[src/rtl/ps2_host_tx_pkg.sv]
// ============================================================================
// Module : ps2_host_tx_pkg
// Brief  : Shared PS/2 host-transmit types, command bytes and helpers.
// Rev    : 1.0  initial release
// ============================================================================
`default_nettype none

package ps2_host_tx_pkg;

  typedef enum logic [2:0] {
    ST_IDLE      = 3'd0,
    ST_INHIBIT   = 3'd1,
    ST_REQ       = 3'd2,
    ST_SHIFT     = 3'd3,
    ST_ACK       = 3'd4,
    ST_WAIT_IDLE = 3'd5,
    ST_DONE      = 3'd6,
    ST_ERROR     = 3'd7
  } ps2_tx_state_e;

  localparam logic [7:0] PS2_CMD_RESET   = 8'hFF;
  localparam logic [7:0] PS2_CMD_SET_LED = 8'hED;
  localparam logic [7:0] PS2_CMD_ENABLE  = 8'hF4;
  localparam logic [7:0] PS2_ACK_BYTE    = 8'hFA;

  // Data bits + parity + stop; the start bit is driven during REQ.
  localparam int unsigned PS2_FRAME_BITS = 10;

  function automatic int unsigned cnt_width(input int unsigned n);
    return (n <= 2) ? 1 : $clog2(n);
  endfunction

  function automatic logic odd_parity(input logic [7:0] d);
    return ~^d;
  endfunction

endpackage

`default_nettype wire

[src/rtl/ps2_host_tx_if.sv]
// ============================================================================
// Module : ps2_host_tx_if
// Brief  : Command-byte handshake and status between a client and ps2_host_tx.
// Rev    : 1.0  initial release
// ============================================================================
`default_nettype none

interface ps2_host_tx_if;
  logic [7:0] tx_data;
  logic       tx_valid;
  logic       tx_ready;
  logic       tx_done;
  logic       tx_error;
  logic       err_timeout;
  logic       busy;

  modport master (
    output tx_data, tx_valid,
    input  tx_ready, tx_done, tx_error, err_timeout, busy
  );

  modport slave (
    input  tx_data, tx_valid,
    output tx_ready, tx_done, tx_error, err_timeout, busy
  );
endinterface

`default_nettype wire

[src/rtl/ps2_line_sync.sv]
// ============================================================================
// Module : ps2_line_sync
// Brief  : Synchronizes raw ps2_clk/ps2_data and flags ps2_clk falling edges.
// Rev    : 1.0  initial release
// ============================================================================
`default_nettype none

module ps2_line_sync #(
  parameter int unsigned SYNC_STAGES = 2
) (
  input  logic clk,
  input  logic reset,
  input  logic ps2_clk_in,
  input  logic ps2_data_in,
  output logic sync_clk,
  output logic sync_data,
  output logic clk_fall
);

  logic [SYNC_STAGES-1:0] clk_pipe_q, clk_pipe_d;
  logic [SYNC_STAGES-1:0] data_pipe_q, data_pipe_d;
  logic                   clk_prev_q, clk_prev_d;

  always_comb begin
    clk_pipe_d  = {clk_pipe_q[SYNC_STAGES-2:0], ps2_clk_in};
    data_pipe_d = {data_pipe_q[SYNC_STAGES-2:0], ps2_data_in};
    clk_prev_d  = clk_pipe_q[SYNC_STAGES-1];
  end

  // Idle PS/2 lines float high, so the pipeline resets to 1 to avoid a bogus fall.
  always_ff @(posedge clk or negedge reset) begin
    if (!reset) begin
      clk_pipe_q  <= '1;
      data_pipe_q <= '1;
      clk_prev_q  <= 1'b1;
    end else begin
      clk_pipe_q  <= clk_pipe_d;
      data_pipe_q <= data_pipe_d;
      clk_prev_q  <= clk_prev_d;
    end
  end

  assign sync_clk  = clk_pipe_q[SYNC_STAGES-1];
  assign sync_data = data_pipe_q[SYNC_STAGES-1];
  assign clk_fall  = clk_prev_q & ~sync_clk;

endmodule

`default_nettype wire

[src/rtl/ps2_host_tx.sv]
// ============================================================================
// Module : ps2_host_tx
// Brief  : PS/2 host-to-device command transmitter with ACK check and timeout.
// Rev    : 1.0  initial release
// ============================================================================
`default_nettype none

module ps2_host_tx
  import ps2_host_tx_pkg::*;
#(
  parameter int unsigned INHIBIT_CYCLES = 10000,
  parameter int unsigned TIMEOUT_CYCLES = 2000000,
  parameter int unsigned SYNC_STAGES    = 2
) (
  input  logic           clk,
  input  logic           reset,
  ps2_host_tx_if.slave   tx,
  input  logic           ps2_clk_in,
  input  logic           ps2_data_in,
  output logic           ps2_clk_oe,
  output logic           ps2_data_oe
);

  localparam int unsigned INH_W = cnt_width(INHIBIT_CYCLES);
  localparam int unsigned TMO_W = cnt_width(TIMEOUT_CYCLES);
  localparam logic [INH_W-1:0] INH_LAST = INH_W'(INHIBIT_CYCLES - 1);
  localparam logic [TMO_W-1:0] TMO_LAST = TMO_W'(TIMEOUT_CYCLES - 1);
  localparam logic [3:0]       LAST_FALL = 4'(PS2_FRAME_BITS - 1);

  ps2_tx_state_e state_q, state_d;
  logic [9:0]       shift_q, shift_d;
  logic [3:0]       bit_cnt_q, bit_cnt_d;
  logic [INH_W-1:0] inh_cnt_q, inh_cnt_d;
  logic [TMO_W-1:0] tmo_cnt_q, tmo_cnt_d;
  logic             clk_oe_q, clk_oe_d;
  logic             data_oe_q, data_oe_d;
  logic             err_tmo_q, err_tmo_d;

  logic sync_clk, sync_data, clk_fall;
  logic tmo_active, tmo_hit;

  ps2_line_sync #(.SYNC_STAGES(SYNC_STAGES)) u_line_sync (
    .clk         (clk),
    .reset       (reset),
    .ps2_clk_in  (ps2_clk_in),
    .ps2_data_in (ps2_data_in),
    .sync_clk    (sync_clk),
    .sync_data   (sync_data),
    .clk_fall    (clk_fall)
  );

  assign tmo_active = (state_q == ST_SHIFT) || (state_q == ST_ACK) ||
                      (state_q == ST_WAIT_IDLE);
  assign tmo_hit    = tmo_active && (tmo_cnt_q == TMO_LAST);

  always_comb begin
    state_d   = state_q;
    shift_d   = shift_q;
    bit_cnt_d = bit_cnt_q;
    inh_cnt_d = inh_cnt_q;
    tmo_cnt_d = tmo_cnt_q;
    clk_oe_d  = clk_oe_q;
    data_oe_d = data_oe_q;
    err_tmo_d = 1'b0;

    if (tmo_active && !tmo_hit) tmo_cnt_d = tmo_cnt_q + 1'b1;

    case (state_q)
      ST_IDLE: begin
        clk_oe_d  = 1'b0;
        data_oe_d = 1'b0;
        if (tx.tx_valid) begin
          state_d   = ST_INHIBIT;
          shift_d   = {1'b1, odd_parity(tx.tx_data), tx.tx_data};
          bit_cnt_d = '0;
          inh_cnt_d = '0;
          clk_oe_d  = 1'b1;
        end
      end
      ST_INHIBIT: begin
        if (inh_cnt_q == INH_LAST) begin
          data_oe_d = 1'b1;
          state_d   = ST_REQ;
        end else begin
          inh_cnt_d = inh_cnt_q + 1'b1;
        end
      end
      ST_REQ: begin
        clk_oe_d  = 1'b0;
        tmo_cnt_d = '0;
        state_d   = ST_SHIFT;
      end
      ST_SHIFT: begin
        if (tmo_hit) begin
          data_oe_d = 1'b0;
          err_tmo_d = 1'b1;
          state_d   = ST_ERROR;
        end else if (clk_fall) begin
          // The stop bit is a 1 in the shift word, so fall 10 releases data.
          data_oe_d = ~shift_q[0];
          shift_d   = {1'b0, shift_q[9:1]};
          bit_cnt_d = bit_cnt_q + 4'd1;
          if (bit_cnt_q == LAST_FALL) state_d = ST_ACK;
        end
      end
      ST_ACK: begin
        if (tmo_hit) begin
          err_tmo_d = 1'b1;
          state_d   = ST_ERROR;
        end else if (clk_fall) begin
          state_d = sync_data ? ST_ERROR : ST_WAIT_IDLE;
        end
      end
      ST_WAIT_IDLE: begin
        if (tmo_hit) begin
          err_tmo_d = 1'b1;
          state_d   = ST_ERROR;
        end else if (sync_clk && sync_data) begin
          state_d = ST_DONE;
        end
      end
      ST_DONE: begin
        state_d = ST_IDLE;
      end
      ST_ERROR: begin
        clk_oe_d  = 1'b0;
        data_oe_d = 1'b0;
        state_d   = ST_IDLE;
      end
      default: begin
        clk_oe_d  = 1'b0;
        data_oe_d = 1'b0;
        state_d   = ST_IDLE;
      end
    endcase
  end

  always_ff @(posedge clk or negedge reset) begin
    if (!reset) begin
      state_q   <= ST_IDLE;
      shift_q   <= '0;
      bit_cnt_q <= '0;
      inh_cnt_q <= '0;
      tmo_cnt_q <= '0;
      clk_oe_q  <= 1'b0;
      data_oe_q <= 1'b0;
      err_tmo_q <= 1'b0;
    end else begin
      state_q   <= state_d;
      shift_q   <= shift_d;
      bit_cnt_q <= bit_cnt_d;
      inh_cnt_q <= inh_cnt_d;
      tmo_cnt_q <= tmo_cnt_d;
      clk_oe_q  <= clk_oe_d;
      data_oe_q <= data_oe_d;
      err_tmo_q <= err_tmo_d;
    end
  end

  assign ps2_clk_oe     = clk_oe_q;
  assign ps2_data_oe    = data_oe_q;
  assign tx.tx_ready    = (state_q == ST_IDLE);
  assign tx.busy        = (state_q != ST_IDLE);
  assign tx.tx_done     = (state_q == ST_DONE);
  assign tx.tx_error    = (state_q == ST_ERROR);
  assign tx.err_timeout = err_tmo_q;

endmodule

`default_nettype wire

[src/flat_wrapper.sv]
// flat-port wrapper written by rule: the top's interface ports become plain ports
module ps2_host_tx_flat import ps2_host_tx_pkg::*;
#(
  parameter int unsigned INHIBIT_CYCLES = 10000,
  parameter int unsigned TIMEOUT_CYCLES = 2000000,
  parameter int unsigned SYNC_STAGES    = 2
)
  (clk, reset, ps2_clk_in, ps2_data_in, ps2_clk_oe, ps2_data_oe, tx_tx_data, tx_tx_valid, tx_tx_ready, tx_tx_done, tx_tx_error, tx_err_timeout, tx_busy);
  ps2_host_tx_if tx_i ();
  input  logic clk;
  input  logic reset;
  input  logic ps2_clk_in;
  input  logic ps2_data_in;
  output logic ps2_clk_oe;
  output logic ps2_data_oe;
  input wire logic [$bits(tx_i.tx_data)-1:0] tx_tx_data;
  input wire logic [$bits(tx_i.tx_valid)-1:0] tx_tx_valid;
  output wire logic [$bits(tx_i.tx_ready)-1:0] tx_tx_ready;
  output wire logic [$bits(tx_i.tx_done)-1:0] tx_tx_done;
  output wire logic [$bits(tx_i.tx_error)-1:0] tx_tx_error;
  output wire logic [$bits(tx_i.err_timeout)-1:0] tx_err_timeout;
  output wire logic [$bits(tx_i.busy)-1:0] tx_busy;
  assign tx_i.tx_data = tx_tx_data;
  assign tx_i.tx_valid = tx_tx_valid;
  assign tx_tx_ready = tx_i.tx_ready;
  assign tx_tx_done = tx_i.tx_done;
  assign tx_tx_error = tx_i.tx_error;
  assign tx_err_timeout = tx_i.err_timeout;
  assign tx_busy = tx_i.busy;
  ps2_host_tx #(.INHIBIT_CYCLES(INHIBIT_CYCLES), .TIMEOUT_CYCLES(TIMEOUT_CYCLES), .SYNC_STAGES(SYNC_STAGES)) u_core (.clk(clk), .reset(reset), .tx(tx_i), .ps2_clk_in(ps2_clk_in), .ps2_data_in(ps2_data_in), .ps2_clk_oe(ps2_clk_oe), .ps2_data_oe(ps2_data_oe));
endmodule
[config.mk]
export PLATFORM = sky130hd
export DESIGN_NAME = ps2_host_tx_flat
export DESIGN_NICKNAME = d
export VERILOG_FILES = /design/src/rtl/ps2_host_tx_pkg.sv /design/src/rtl/ps2_host_tx_if.sv /design/src/rtl/ps2_line_sync.sv /design/src/rtl/ps2_host_tx.sv /design/src/flat_wrapper.sv
export SDC_FILE = /design/constraint.sdc
export NUM_CORES = 1
export LEC_CHECK = 0
export CAP_MARGIN = 20
export CELL_PAD_IN_SITES_DETAIL_PLACEMENT = 0
export CELL_PAD_IN_SITES_GLOBAL_PLACEMENT = 1
export CORE_MARGIN = 4
export CORE_UTILIZATION = 49
export CTS_BUF_LIST = sky130_fd_sc_hd__clkbuf_8 sky130_fd_sc_hd__clkbuf_16
export CTS_CLUSTER_DIAMETER = 30
export CTS_CLUSTER_SIZE = 10
export DETAILED_ROUTE_END_ITERATION = 10
export PLACE_DENSITY = 0.86
export SYNTH_ARGS = -nofsm -noshare
export SYNTH_HDL_FRONTEND = slang
export SYNTH_HIERARCHICAL = 1
export SYNTH_SLANG_ARGS = --single-unit
export TNS_END_PERCENT = 1
[constraint.sdc]
create_clock -name clk -period 4.59 [get_ports clk]
set_input_delay 0.918 -clock clk [delete_from_list [all_inputs] [get_ports clk]]
set_output_delay 0.918 -clock clk [all_outputs]
set_load 0.05 [all_outputs]
==> impl_metrics.json <==
{
  "dp_hpwl_mm": 4.672,
  "grt_pass1_wl_mm": 12.34,
  "path_max_fanout": 16,
  "wl_per_cell_um": 15.16,
  "htreeDepth": 3,
  "first_iter_violations": 173,
  "final_cell_area_um2": 3680,
  "ys_types": 57,
  "holdPathStages": 0,
  "worst_hold_slack_ps": 361.1,
  "end_kind": "output pin",
  "cts_setup_buffers": 0,
  "synth.area.mux_share": 0.009206,
  "synth_top_family_by_area": "simple AND/OR/NAND/NOR gates",
  "floorplan.initialDensity": 0.5079,
  "root_buffer": "clkbuf_8",
  "grt.overflow.total": 0,
  "required_ps": 3670,
  "relSlewSlack": 0.4844,
  "final.min_clock_period_ps": 3168,
  "crit_type": "register to output pin",
  "p_leak_nw": 1.594,
  "grtUsageTotal": 0.1978,
  "dp_slack_ps": 1772,
  "finalHoldViolations": 0,
  "synth-edff-count": 0,
  "arrival_ps": 2250,
  "drv_cap": 0,
  "syn_nets": 370,
  "vias_per_cell": 5.812,
  "avgSynthCellArea_um2": 9.240,
  "ys_seq_area_frac": 0.4622,
  "fin_worst_skew_ps": 7.297,
  "rows": 29,
  "cts_resized": 0,
  "setup.worst_path.start_class": "register",
  "first_pass_iters": 4,
  "clkLatencyLatePin_ps": 330,
  "io_pins": 20,
  "core_um2": 6422,
  "chipHeight_um": 89.59,
  "irDropWorstVdd_uv": 224.0,
  "tritoncts": "built",
  "syn_inst": 353,
  "die_area_um2": 8026,
  "antenna_found_initial": 0,
  "io_buffers": 19,
  "synth_compound_area_frac": 0.1768,
  "post_route_cells_drive_above_1_share": 0.09867,
  "setup_viol": 0,
  "status": "finished clean",
  "yosysWarnings": 6,
  "cts.sinks": 60,
  "fmaxAchievable_ghz": 0.3156,
  "die_x_um": 89.59,
  "crit_start": "u_core/state_q[0]$_DFFE_PN0P_",
  "tightest_slew_ps": 771.6,
  "r2r-end": "u_core/inh_cnt_q[8]$_DFFE_PN0P_",
  "synth-simple-area-share": 0.2528,
  "postRouteAntennaNets": 0,
  "cts_buffers": 9,
  "setup_slack_ps": 1422,
  "p_per_area_nw_per_um2": 477.9,
  "cts_hold_repair.buffers": 0,
  "vias": 2627,
  "yosys_register_bits": 60,
  "finalMaxSlewViolations": 0,
  "synthAdderAreaFrac": 0.01534,
  "postPlaceCellArea_um2": 3470,
  "rr_worst_depth": 6,
  "reg2reg_from": "u_core/state_q[0]$_DFFE_PN0P_",
  "nets": 387,
  "grt_max_degree": 41,
  "period_share": 0.6903,
  "syn_to_final_growth_pct": 12.81,
  "rrSetupSlack_ps": 2160,
  "grt_pass1_vias": 2531,
  "clkTransAtPathRegs_ps": 70,
  "gp_congestion": 0.8520,
  "synthXorXnorAreaFrac": 0.03222,
  "hold_end": "u_core/u_line_sync/data_pipe_q[1]$_DFF_PN1_",
  "finalPower_mw": 1.759,
  "antenna_cells": 0,
  "hp-start": "u_core/u_line_sync/data_pipe_q[0]$_DFF_PN1_",
  "setup_tns_ps": 0,
  "route.detailed.drc": 0,
  "synth-async-reset-ratio": 1.000,
  "wl_mm": 6.854,
  "rsz0062_at_grt": "false",
  "hp-class": "register to register",
  "cts_buffer_depth": 2,
  "syn_area_um2": 3262,
  "synth_ff_type": "dfrtp_1"
}
==> metrics by stage <==
step / std cells / util
detailed placement: 435 / 0.5402
global placement: 435 / 0.5402
CTS: 451 / 0.5718
global route: 452 / 0.5730
finish: 452 / 0.5730
floorplan: 353 / -
==> worst max-delay path, stage by stage, from the launching register on <==
cell and delay, ps:
dfrtp_1 530, or3_1 460, inv_1 120, clkdlybuf4s50_1 810
==> synth_stat cells, types with 4 or more instances <==
cell type	instances	share of area
o31ai_1	5	0.012
ha_1	4	0.015
nor2_1	22	0.025
nand3_1	23	0.035
xor2_1	4	0.011
buf_2	5	0.0077
and3_1	10	0.019
a21oi_1	30	0.046
nand2_1	29	0.033
xnor2_1	8	0.021
dfrtp_1	55	0.42
nand4_1	7	0.013
inv_1	19	0.022
o22ai_1	9	0.017
clkbuf_1	5	0.0058
nand2b_1	4	0.0077
or4_1	6	0.014
o21ai_0	21	0.032
dfstp_2	5	0.040
nor3_1	4	0.0061
a31oi_1	4	0.0077
or3_1	11	0.021
==> worst max-delay path by stage <==
stage | endpoint | slack [ps] | cells after the start
floorplan | u_core/inh_cnt_q[11]$_DFFE_PN0P_ | 2160 | 7
global placement | tx_tx_ready | 1810 | 3
detailed placement | tx_tx_ready | 1770 | 3
CTS | tx_tx_ready | 1410 | 3
global route | tx_tx_ready | 1300 | 3
finish | tx_tx_ready | 1420 | 3
==> sequential cells by signal, indices dropped and copies added, names as in the netlist <==
register and cells:
u_core/u_line_sync/clk_pipe_q 2, u_core/ps2_clk_oe 1, u_core/tmo_cnt_q 21, u_core/bit_cnt_q 4
u_core/ps2_data_oe 1, u_core/u_line_sync/clk_prev_q 1, u_core/state_q 3, u_core/inh_cnt_q 14
u_core/shift_q 10, u_core/u_line_sync/data_pipe_q 2, u_core/tx.err_timeout 1
==> cell families (layout without fill, tap and decap cells) <==
group           count (synthesis)  count (layout)
buf+inv                        36              58
compound gates                 94              94
flops                          60              60
simple gates                  144             144
xor+xnor                       12              12
fa+ha+maj                       4               4
mux                             3               3
==> cell usage in the layout, fill, tap and decap left out, drive strengths merged, types with 12 or more instances in the layout <==
cell type      instances
inv                   20
and3                  12
o21ai                 24
nand2                 29
nor2                  22
a21oi                 30
or3                   12
clkdlybuf4s50         18
nand3                 23
dfrtp                 55
==> layer usage <==
layer,share of wire,GRT usage,up-vias
met5,0,0,-
met4,0.0047,0.06631,0
met3,0.050,0.04653,4
met2,0.44,0.2819,53
met1,0.51,0.2949,1241
li1,-,-,1329
==> cell type report <==
type / instances / area, um^2
clock buffers: 11 / 151.4
clock inverters: 5 / 51.30
well taps: 77 / 96.34
flip-flops and latches: 60 / 1508
inverters: 19 / 71.32
multi-input cells: 257 / 1587
repair buffers: 23 / 215.2
fillers: 571 / 2743
==> power breakdown <==
part           switching [mW]  internal (mW)
clock                   0.204          0.277
sequential             0.0972          0.627
combinational           0.351          0.203
Power figures use the tool's default switching activity.
